File: config.mk
export PLATFORM = sky130hd
export DESIGN_NAME = hamming_tx_scheduler
export DESIGN_NICKNAME = d
export VERILOG_FILES = /design/src/rtl/hamming_tx_scheduler.sv
export SDC_FILE = /design/constraint.sdc
export NUM_CORES = 1
export LEC_CHECK = 0
export BUFFER_PORTS_ARGS = -buffer_cell sky130_fd_sc_hd__buf_2
export CORE_MARGIN = 4
export CORE_UTILIZATION = 42
export CTS_CLUSTER_SIZE = 16
export DETAILED_ROUTE_END_ITERATION = 10
export PLACE_DENSITY_LB_ADDON = 0.1
export SLEW_MARGIN = 10
export SYNTH_ARGS = -nofsm -noshare
export SYNTH_HDL_FRONTEND = slang
export SYNTH_SLANG_ARGS = --single-unit
File: constraint.sdc
create_clock -name clk -period 1.7 [get_ports clk]
set_input_delay 0.085 -clock clk [delete_from_list [all_inputs] [get_ports clk]]
set_output_delay 0.085 -clock clk [all_outputs]
set_load 0.005 [all_outputs]
File: src/rtl/hamming_tx_scheduler.sv
// Round-robin scheduler that shares one 8->12 Hamming encoder among NREQ byte requesters.
// Define HMS_TIMEOUT_EN to add the WAIT-state abort counter and the sticky err_timeout output.
module hamming_tx_scheduler #(
  parameter int NREQ    = 4,
  parameter int IDW     = 2,
  parameter int TIMEOUT = 15
) (
  input  logic                clk,
  input  logic                rst,
  input  logic                sched_en,
  input  logic [NREQ-1:0]     req,
  input  logic [8*NREQ-1:0]   req_data,
  output logic [NREQ-1:0]     req_ack,
  output logic                enc_en,
  output logic                enc_fram,
  output logic [7:0]          enc_data,
  input  logic                enc_qvld,
  input  logic [11:0]         enc_dout,
  output logic                cw_valid,
  input  logic                cw_ready,
  output logic [11:0]         cw_data,
  output logic [IDW-1:0]      cw_src,
  output logic                busy
`ifdef HMS_TIMEOUT_EN
  ,
  output logic                err_timeout
`endif
);

  if ((NREQ < 2) || (NREQ > 8) || ((2 ** IDW) < NREQ) || (TIMEOUT < 1)) begin : g_bad_cfg
    $error("hamming_tx_scheduler: invalid NREQ/IDW/TIMEOUT combination");
  end

  typedef enum logic [1:0] {
    S_IDLE = 2'd0,
    S_FRAM = 2'd1,
    S_WAIT = 2'd2,
    S_HOLD = 2'd3
  } state_t;

  state_t            state_q, state_d;
  logic [IDW-1:0]    rr_ptr_q, rr_ptr_d;
  logic [NREQ-1:0]   ack_q, ack_d;
  logic              enc_en_q, enc_en_d;
  logic              fram_q, fram_d;
  logic [7:0]        enc_data_q, enc_data_d;
  logic              cw_valid_q, cw_valid_d;
  logic [11:0]       cw_data_q, cw_data_d;
  logic [IDW-1:0]    cw_src_q, cw_src_d;
  logic              busy_q, busy_d;

  logic              gnt_found_s;
  logic [IDW-1:0]    gnt_idx_s;
  logic [IDW:0]      scan_sum_s;
  logic [IDW:0]      scan_idx_s;
  logic              scan_hit_s;

`ifdef HMS_TIMEOUT_EN
  localparam int TW = ($clog2(TIMEOUT + 1) < 4) ? 4 : $clog2(TIMEOUT + 1);
  logic [TW-1:0]     wait_cnt_q, wait_cnt_d;
  logic              err_q, err_d;
`endif

  // Round-robin search: first set request at or above rr_ptr, wrapping modulo NREQ.
  always_comb begin
    gnt_found_s = 1'b0;
    gnt_idx_s   = '0;
    scan_sum_s  = '0;
    scan_idx_s  = '0;
    scan_hit_s  = 1'b0;
    for (int k = 0; k < NREQ; k++) begin
      scan_sum_s  = {1'b0, rr_ptr_q} + (IDW+1)'(k);
      scan_idx_s  = (scan_sum_s >= (IDW+1)'(NREQ)) ? (scan_sum_s - (IDW+1)'(NREQ)) : scan_sum_s;
      scan_hit_s  = req[scan_idx_s[IDW-1:0]] & ~gnt_found_s;
      gnt_idx_s   = scan_hit_s ? scan_idx_s[IDW-1:0] : gnt_idx_s;
      gnt_found_s = gnt_found_s | scan_hit_s;
    end
  end

  // Next-state and next-output logic; every output is the registered image of its _d value.
  always_comb begin
    state_d    = state_q;
    rr_ptr_d   = rr_ptr_q;
    ack_d      = '0;
    fram_d     = 1'b0;
    enc_data_d = enc_data_q;
    cw_valid_d = cw_valid_q;
    cw_data_d  = cw_data_q;
    cw_src_d   = cw_src_q;
`ifdef HMS_TIMEOUT_EN
    wait_cnt_d = wait_cnt_q;
    err_d      = err_q;
`endif
    case (state_q)
      S_IDLE: begin
        if (sched_en && gnt_found_s) begin
          ack_d[gnt_idx_s] = 1'b1;
          enc_data_d       = req_data[{gnt_idx_s, 3'b000} +: 8];
          cw_src_d         = gnt_idx_s;
          rr_ptr_d         = (gnt_idx_s == IDW'(NREQ - 1)) ? '0 : (gnt_idx_s + IDW'(1));
          state_d          = S_FRAM;
        end else begin
          state_d = S_IDLE;
        end
      end
      S_FRAM: begin
        fram_d  = 1'b1;
        state_d = S_WAIT;
`ifdef HMS_TIMEOUT_EN
        wait_cnt_d = '0;
`endif
      end
      S_WAIT: begin
        if (enc_qvld) begin
          cw_data_d  = enc_dout;
          cw_valid_d = 1'b1;
          state_d    = S_HOLD;
        end else begin
`ifdef HMS_TIMEOUT_EN
          // Abort leaves rr_ptr as already advanced at grant time.
          if (wait_cnt_q == TW'(TIMEOUT - 1)) begin
            err_d   = 1'b1;
            state_d = S_IDLE;
          end else begin
            wait_cnt_d = wait_cnt_q + TW'(1);
            state_d    = S_WAIT;
          end
`else
          state_d = S_WAIT;
`endif
        end
      end
      S_HOLD: begin
        if (cw_valid_q && cw_ready) begin
          cw_valid_d = 1'b0;
          state_d    = S_IDLE;
        end else begin
          state_d = S_HOLD;
        end
      end
      default: begin
        state_d    = S_IDLE;
        cw_valid_d = 1'b0;
      end
    endcase
    busy_d   = (state_d != S_IDLE);
    // Keeping the encoder enabled while busy stops its pipeline freezing mid-frame.
    enc_en_d = sched_en | busy_d;
  end

  // State and output registers with asynchronous active-low reset.
  always_ff @(posedge clk or negedge rst) begin
    if (!rst) begin
      state_q    <= S_IDLE;
      rr_ptr_q   <= '0;
      ack_q      <= '0;
      enc_en_q   <= 1'b0;
      fram_q     <= 1'b0;
      enc_data_q <= 8'h00;
      cw_valid_q <= 1'b0;
      cw_data_q  <= 12'h000;
      cw_src_q   <= '0;
      busy_q     <= 1'b0;
    end else begin
      state_q    <= state_d;
      rr_ptr_q   <= rr_ptr_d;
      ack_q      <= ack_d;
      enc_en_q   <= enc_en_d;
      fram_q     <= fram_d;
      enc_data_q <= enc_data_d;
      cw_valid_q <= cw_valid_d;
      cw_data_q  <= cw_data_d;
      cw_src_q   <= cw_src_d;
      busy_q     <= busy_d;
    end
  end

`ifdef HMS_TIMEOUT_EN
  // WAIT-state watchdog counter and sticky timeout flag.
  always_ff @(posedge clk or negedge rst) begin
    if (!rst) begin
      wait_cnt_q <= '0;
      err_q      <= 1'b0;
    end else begin
      wait_cnt_q <= wait_cnt_d;
      err_q      <= err_d;
    end
  end

  assign err_timeout = err_q;
`endif

  assign req_ack  = ack_q;
  assign enc_en   = enc_en_q;
  assign enc_fram = fram_q;
  assign enc_data = enc_data_q;
  assign cw_valid = cw_valid_q;
  assign cw_data  = cw_data_q;
  assign cw_src   = cw_src_q;
  assign busy     = busy_q;

endmodule

Word level (Yosys, flattened, before mapping)
Cells that the tools add are included.
{ "totals": {"register_bits": 34, "in_bits": 53, "out_inout_bits": 30, "word_cells": 83} }
{ "op_classes": {"add_sub_neg": 8, "magnitude_cmp": 10, "eq_ne": 6, "shifts": 1, "n_mux": 29, "bitwise": 10, "reduce_logical": 9} }
{ "ops": {"columns": ["op", "n"], "rows": [
  ["$shiftx 32x6->8", 1],
  ["$mux 2", 10],
  ["$lt 2x3->1 const B", 5],
  ["$mux 1", 10],
  ["$ge 3x3->1 const B", 3],
  ["$bmux 1 s2", 4],
  ["$mux 4", 2],
  ["$pmux 2 s4", 1],
  ["$sub 2x1->2 const B", 4],
  ["$add 2x2->3 const B", 2],
  ["$eq 2x2->1 const B", 3],
  ["$ne 2x2->1 const B", 2],
  ["$or 1x1->1", 4],
  ["$reduce_and 2->1", 2],
  ["$reduce_bool 2->1", 2],
  ["$add 2x1->3 const B", 1],
  ["$and 1x1->1", 3],
  ["$ge 2x3->1 const B", 1],
  ["$logic_and 1x1->1", 3],
  ["$not 1->1", 3],
  ["$reduce_and 3->1", 1],
  ["$add 2x1->2 const B", 1],
  ["$demux 1 s2", 1],
  ["$eq 2x1->1 const B", 1],
  ["other kinds (3)", 3]
]} }

Depth between registers and ports, before layout
Gate-level depths: netlist of run 1.
{ "logic_depth": {"depth_word": 19, "mapped_depth": 9, "ltp_nobuf": 7} }

Worst setup path before layout of run 1
OpenSTA, ideal clock, no wires.
{ "synth_path": {"path_type": "reg2reg", "startpoint": "reg rr_ptr_q[1]", "endpoint": "reg rr_ptr_q[1]", "setup_time_ns": 0.125, "t_arrival_ns": 1.736, "required_ns": 1.575, "path_slack_ns": -0.161, "path_stages_with_launch": 9, "n_path_buf": 2, "period_less_slack_ns": 1.861, "cell_sequence": "dfrtp_1 -> nand2b_1 -> a21o_1 -> buf_4 -> nand3_4 -> buf_6 -> inv_1 -> ha_1 -> mux2_2"} }
{ "synth_via": {"elab_chain_len": 15, "elab_cells_between_ends": 41, "cone_classes": "add/sub (8); order compare (4); eq/ne (1); mux (17); bitwise (9); reduce/logical (2)"} }
{ "synth_rtl": {"columns": ["item", "line_no", "rtl"], "rows": [
  ["start: declaration", "42", "logic [IDW-1:0] rr_ptr_q, rr_ptr_d;"],
  ["start signal: assignment", "166", "rr_ptr_q <= rr_ptr_d;"],
  ["$add 2x1->3, or another cell as far along", "72", "scan_sum_s = {1'b0, rr_ptr_q} + (IDW+1)'(k);"],
  ["$ge 3x3->1, or another cell as far along", "73", "scan_idx_s = (scan_sum_s >= (IDW+1)'(NREQ)) ? (scan_sum_s - (IDW+1)'(NREQ)) : scan_sum_s;"],
  ["$mux 2 / $bmux 1 s2 (equally long branches)", "73, 74", null],
  ["$bmux 1 s2 / $mux 1 (equally long branches)", "74", "scan_hit_s = req[scan_idx_s[IDW-1:0]] & ~gnt_found_s;"],
  ["$mux 1 (not written as such) / $not 1->1 (equally long branches)", "74", null],
  ["$and 1x1->1", "74", null],
  ["$or 1x1->1", "76", "gnt_found_s = gnt_found_s | scan_hit_s;"],
  ["$not 1->1", "74", null],
  ["$and 1x1->1", "74", null],
  ["$or 1x1->1", "76", null],
  ["$not 1->1", "74", null],
  ["$and 1x1->1", "74", null],
  ["$mux 2 / $or 1x1->1 (equally long branches)", "75, 76", null],
  ["$add 2x1->2, or another cell as far along", "100", "rr_ptr_d = (gnt_idx_s == IDW'(NREQ - 1)) ? '0 : (gnt_idx_s + IDW'(1));"],
  ["$mux 2 / $reduce_and 2->1 (equally long branches)", null, null]
]} }
Several ways; a longest one is shown, not always the timed one. The select of a mux whose other input is x is not followed.
A chain may end at the register's enable or synchronous reset.

Final worst setup path of run 1
Ends and elaborated chain as after synthesis.

==> results.cfg, run 1 <==
[run_status]
status = complete, but fails checks
violations = negative setup slack

[timing]
setup_viol = 1
slew_viol_final = 0
setup_tns_ns = -0.0674
max_freq_ghz = 0.566
fin_ws_ns = -0.0674
worst_slew_pin_slew_ns = 0.742
finalHoldViolCount = 0
finalCriticalPeriod_ns = 1.77
slew_headroom = 0.506
rsz0062_at_grt = true
finalCritPeriodShare = 1.04
fin_skew_ns = 0.00527

[final_layout]
num-fill-cells = 347
layout.nets = 299
area_growth_pct = 39.0
antennaDiodeCount = 0
final_cells = 295
final_cell_mix = 82 x buf_2, 33 x dfrtp_1, 14 x buf_4
drive_above_1_share = 0.620
final_core_utilization = 0.612
final_common_cell = buf_2

[power_and_ir_drop]
p_clk_frac = 0.148
p_sw_uw = 1240
intPower_uw = 2380
p_total_uw = 3620
p_seq_frac = 0.379
ir_drop_mv = 0.622
power.leakage_uw = 0.00124
powerDensity_nw_per_um2 = 1470
switching_share = 0.342
power_frac_comb = 0.473

[clocking]
cts.sinks = 34
clk_pin_slew_ns = 0.06
cts_tree = yes
clk_root_buffer_cell = clkbuf_8
worstSkewPairLatency_ns = 0.28
clock_path_buffers = 2
cts_buffers = 5
htree_levels = 2

[logic_synthesis]
syn_area_per_cell_um2 = 12.1
yosysUniqueCellTypes = 35
async_flop_share = 1.00
ys.flop_type = dfrtp_1
ys_warn_count = 0
synth_edf_count = 0
syn-cell-area_um2 = 1770
syn_nets = 201
seq_area_frac_synth = 0.480
synthCells = 147
synth-seq-cells = 34

[route]
viasPerCell = 5.04
drc_errors = 0
dr.pass1.iters = 4
wl_per_cell_um = 14.5
routed_wirelength_um = 4260
ant_nets = 0
num_vias = 1488
drtIter0Drc = 60

[die]
die_area_um2 = 5330
core_area_um2 = 4030
die_h_um = 73.0
fp.dieW_um = 73.0
rows = 23
initial_core_util = 0.440
io-pin-count = 83

[global_routing]
grt_pass1_vias = 1554
antenna_found_initial = 0
grt_usage = 0.169
grt-ovfl-total = 0
grt_pass1_wl_um = 6930
grt_max_degree = 35

[place]
io_buffer_count = 82
placed_cells_incl_taps = 283
gp_congestion = 0.801
post-dp-hpwl_um = 3370

[worst_setup_path]
crit_fanout = 7
arrival_ns = 1.93
cp-start-kind = flip-flop
critical_path_required_ns = 1.86
critPathKind = flip-flop to flip-flop
critPathCaptureType = flip-flop

[job]
drv_cap = 0

[min_path]
hold_path_class = input pin to flip-flop
critical path: stages, from the launching register on:
cell and delay (ns):
dfrtp_2 0.47, nor2b_4 0.16, a2111oi_4 0.27, buf_4 0.19, nor2_4 0.05, ha_4 0.24, mux2_4 0.27
what timing repair did:
action | 4_1_cts | 5_1_grt
hold buffers | 1 | 0
buffers inserted | 0 | 3
endpoints found under the setup margin | 10 | 9
endpoints found under the hold margin | 34 | 0
pin swaps | 0 | 5
gates cloned | 0 | 1
resized for setup | 3 | 7
per-layer routing:
layer / GRT usage / wire [um] / vias to the layer above
li1: - / - / 739
met5: 0 / 0 / -
met2: 0.280 / 2050 / 71
met1: 0.204 / 1740 / 670
met3: 0.0537 / 393 / 8
met4: 0.0676 / 77 / 0
metrics by stage:
step,worst slack [ns],instance area (um2),hold WS (ns)
finish,-0.0674,2470,0.0371
global route,-0.127,2470,0.0241
global placement,-0.00931,2310,0.175
floorplan,-0.0160,1810,-0.211
CTS,-0.0414,2410,0.0281
detailed placement,-0.0684,2310,0.191
power by group through the flow:
stage	Clock [uW]	Sequential (uW)	Combinational [uW]
2_1_floorplan	0	1410	996
3_3_place_gp	0	1360	1630
3_5_place_dp	0	1390	1660
4_1_cts	557	1370	1680
5_1_grt	591	1420	1900
6_report	535	1370	1710
cells in the mapped netlist (3+ instances only):
library cell,instances,area [um2]
dfrtp_1,34,851
mux2_2,14,158
nand2_1,12,45.0
a21bo_2,8,80.1
mux2i_1,8,80.1
nand4_1,8,50.1
o211ai_2,8,100
o31ai_1,8,60.1
nor2_1,6,22.5
o21ai_0,4,20.0
a21o_1,3,22.5
inv_1,3,11.3
sequential cells by signal, summed over array words and instances (netlist names):
name      count
enc_data      8
busy          1
rr_ptr_q      2
cw_valid      1
enc_en        1
req_ack       4
state_q       2
enc_fram      1
cw_src        2
cw_data      12
final timing paths:
kind | startpoint | slack (ns) | cells past startpoint | end
max in group asynchronous | rst | 0.78 | 2 | rr_ptr_q[1]
min in group asynchronous | rst | 0.40 | 2 | busy
worst min register to register | cw_src[1] | 0.48 | 1 | cw_src[1]
worst max register to register | rr_ptr_q[1] | -0.07 | 6 | rr_ptr_q[1]
worst max-delay path | rr_ptr_q[1] | -0.07 | 6 | rr_ptr_q[1]
worst min-delay path | enc_dout[1] | 0.04 | 2 | cw_data[1]
cell families after synthesis:
logic type | Yosys count | share of synthesized area
simple gates | 44 | 0.151
compound gates | 36 | 0.194
flops | 34 | 0.480
mux | 22 | 0.134
buf+inv | 10 | 0.0345
fa+ha+maj | 1 | 0.00705
layout make-up:
cell class	count	area (um2)	share of cell area
clock buffer	7	76.3	0.0309
timing repair buffer	97	526	0.213
sequential	34	852	0.346
inverter	3	13.8	0.00558
multi-input combinational	104	936	0.380
tap	50	62.6	0.0254
No activity file was read; power rests on OpenSTA's default activity.
==> run 2, diff against run 1 <==
- BUFFER_PORTS_ARGS: -buffer_cell sky130_fd_sc_hd__buf_2 -> not set
- CORE_UTILIZATION: 42 -> 48
- DONT_BUFFER_PORTS: not set -> 1
==> run 2 against run 1 <==
Effect of this change: the flow now finishes without violations; cell count fell by 24%; power fell by 3.6%; largest power group is now registers; flip-flop and latch count did not move; hold slack got worse by 0.024 ns; critical path depth fell by 1; clock skew fell by 0.00087 ns; global-route usage rose by 1.3 points; clock power rose by 11%.
==> results.cfg, run 2 (synthesis gave the netlist of run 1 again) <==
[timing]
finalHoldViolCount = 0
worst_slew_pin_slew_ns = 0.547
rsz0062_at_grt = true
slew_headroom = 0.635
setup_tns_ns = 0
finalCriticalPeriod_ns = 1.68
finalCritPeriodShare = 0.985
slew_viol_final = 0
fin_skew_ns = 0.00441
setup_viol = 0
max_freq_ghz = 0.597
whs_ns = 0.0131

[power_and_ir_drop]
p_seq_frac = 0.425
p_sw_uw = 1220
p_clk_frac = 0.170
powerDensity_nw_per_um2 = 1550
intPower_uw = 2270
power.leakage_uw = 0.000981
power_frac_comb = 0.406
p_total_uw = 3490
switching_share = 0.349
ir_drop_mv = 0.581

[route]
viasPerCell = 5.67
routed_wirelength_um = 4230
drtIter0Drc = 62
ant_nets = 0
dr.pass1.iters = 3
drc_errors = 0
num_vias = 1271
wl_per_cell_um = 18.9

[clocking]
worstSkewPairLatency_ns = 0.28
htree_levels = 2
cts_buffers = 5
clock_path_buffers = 2
clk_root_buffer_cell = clkbuf_8
cts.sinks = 34
clk_pin_slew_ns = 0.07
cts_tree = yes

[worst_setup_path]
critical_path_required_ns = 1.86
worst-path-buf-inv = 0
critPathKind = flip-flop to flip-flop
slowest_delay_ns = 0.44
cp_slowest_cell = dfrtp_2
cp-start-kind = flip-flop
critPathCaptureType = flip-flop
cp_cell_sequence = nor3b_2 -> a2111oi_4 -> nor2_2 -> ha_4 -> mux2_4
arrival_ns = 1.84
crit_fanout = 4
crit_family = flip-flops

[run_status]
status = complete, no violations

[final_layout]
layout.nets = 231
largest_reg_flops = 12
final_core_utilization = 0.654
area_growth_pct = 26.9
final_cell_mix = 32 x dfrtp_1, 15 x dlygate4sd3_1, 13 x mux2_2, 13 x buf_4, 12 x nand2_1
antennaDiodeCount = 0
final_common_cell = dfrtp_1
num-fill-cells = 273
final_cells = 224
drive_above_1_share = 0.438

[min_path]
hold_path_class = input pin to flip-flop

[job]
drv_cap = 0

[global_routing]
grt_pass1_wl_um = 6180
grt_usage = 0.182
grt_pass1_vias = 1388
grt_max_degree = 35
antenna_found_initial = 0
grt-ovfl-total = 0

[die]
io-pin-count = 83
fp.dieW_um = 68.8
die_h_um = 68.8
rows = 21
initial_core_util = 0.515
core_area_um2 = 3440
die_area_um2 = 4730

[place]
placed_cells_incl_taps = 195
io_buffer_count = 0
post-dp-hpwl_um = 3040
gp_congestion = 0.781
==> run 2: cell types whose count changed in the layout (fill, tap and decap cells not counted), sizes merged <==
cell | previous run | this run
buf | 96 | 15
dlygate4sd3 | 1 | 15
clkinv | 0 | 1
or2 | 2 | 1
==> run 2: final cells by class <==
| cell class | instances | area (um2) | area share |
|---|---|---|---|
| Timing Repair Buffer | 30 | 288 | 0.128 |
| Multi-Input combinational cell | 103 | 948 | 0.421 |
| Sequential cell | 34 | 853 | 0.379 |
| Tap cell | 46 | 57.6 | 0.0256 |
| Inverter | 3 | 13.8 | 0.00611 |
| Clock buffer | 7 | 86.3 | 0.0383 |
| Clock inverter | 1 | 5.00 | 0.00222 |
==> run 2: routing by layer <==
layer	up-vias	global-route usage	part of all wire
met5	-	0	0
met4	0	0.0876	0.018
met3	7	0.0616	0.11
met2	70	0.313	0.48
met1	596	0.201	0.39
li1	598	-	-
==> run 2: timing repair <==
| item | 4_1_cts | 5_1_grt |
|---|---|---|
| hold buffers | 16 | 0 |
| gates resized for setup | 3 | 11 |
| hold endpoints to repair | 48 | 0 |
| buffers inserted | 4 | 1 |
| pin swaps | 3 | 3 |
| endpoints found under the setup margin | 11 | 9 |
==> run 2: stage by stage <==
step	area [um2]	setup WS (ns)
floorplan	1810	-0.0160
global placement	1900	-0.00607
detailed placement	1900	-0.0862
CTS	2200	0.0162
global route	2250	-0.0156
finish	2250	0.0249
==> run 2: worst paths after layout <==
| path | start | end | slack [ns] | cells past startpoint |
|---|---|---|---|---|
| max in group asynchronous | rst | rr_ptr_q[0] | 1.22 | 2 |
| setup reg to reg | rr_ptr_q[0] | rr_ptr_q[1] | 0.02 | 5 |
| hold / removal | req_data[12] | enc_data[4] | 0.01 | 2 |
| setup / recovery | rr_ptr_q[0] | rr_ptr_q[1] | 0.02 | 5 |
| min in group asynchronous | rst | enc_data[7] | 0.30 | 2 |
| hold reg to reg | cw_src[1] | cw_src[1] | 0.52 | 1 |
==> run 2: power groups by stage <==
stage / clock, uW / combinational, uW / sequential (uW)
6_report: 592 / 1410 / 1480
5_1_grt: 653 / 1550 / 1530
4_1_cts: 611 / 1390 / 1480
3_5_place_dp: 0 / 1240 / 1500
3_3_place_gp: 0 / 1180 / 1480
2_1_floorplan: 0 / 996 / 1410
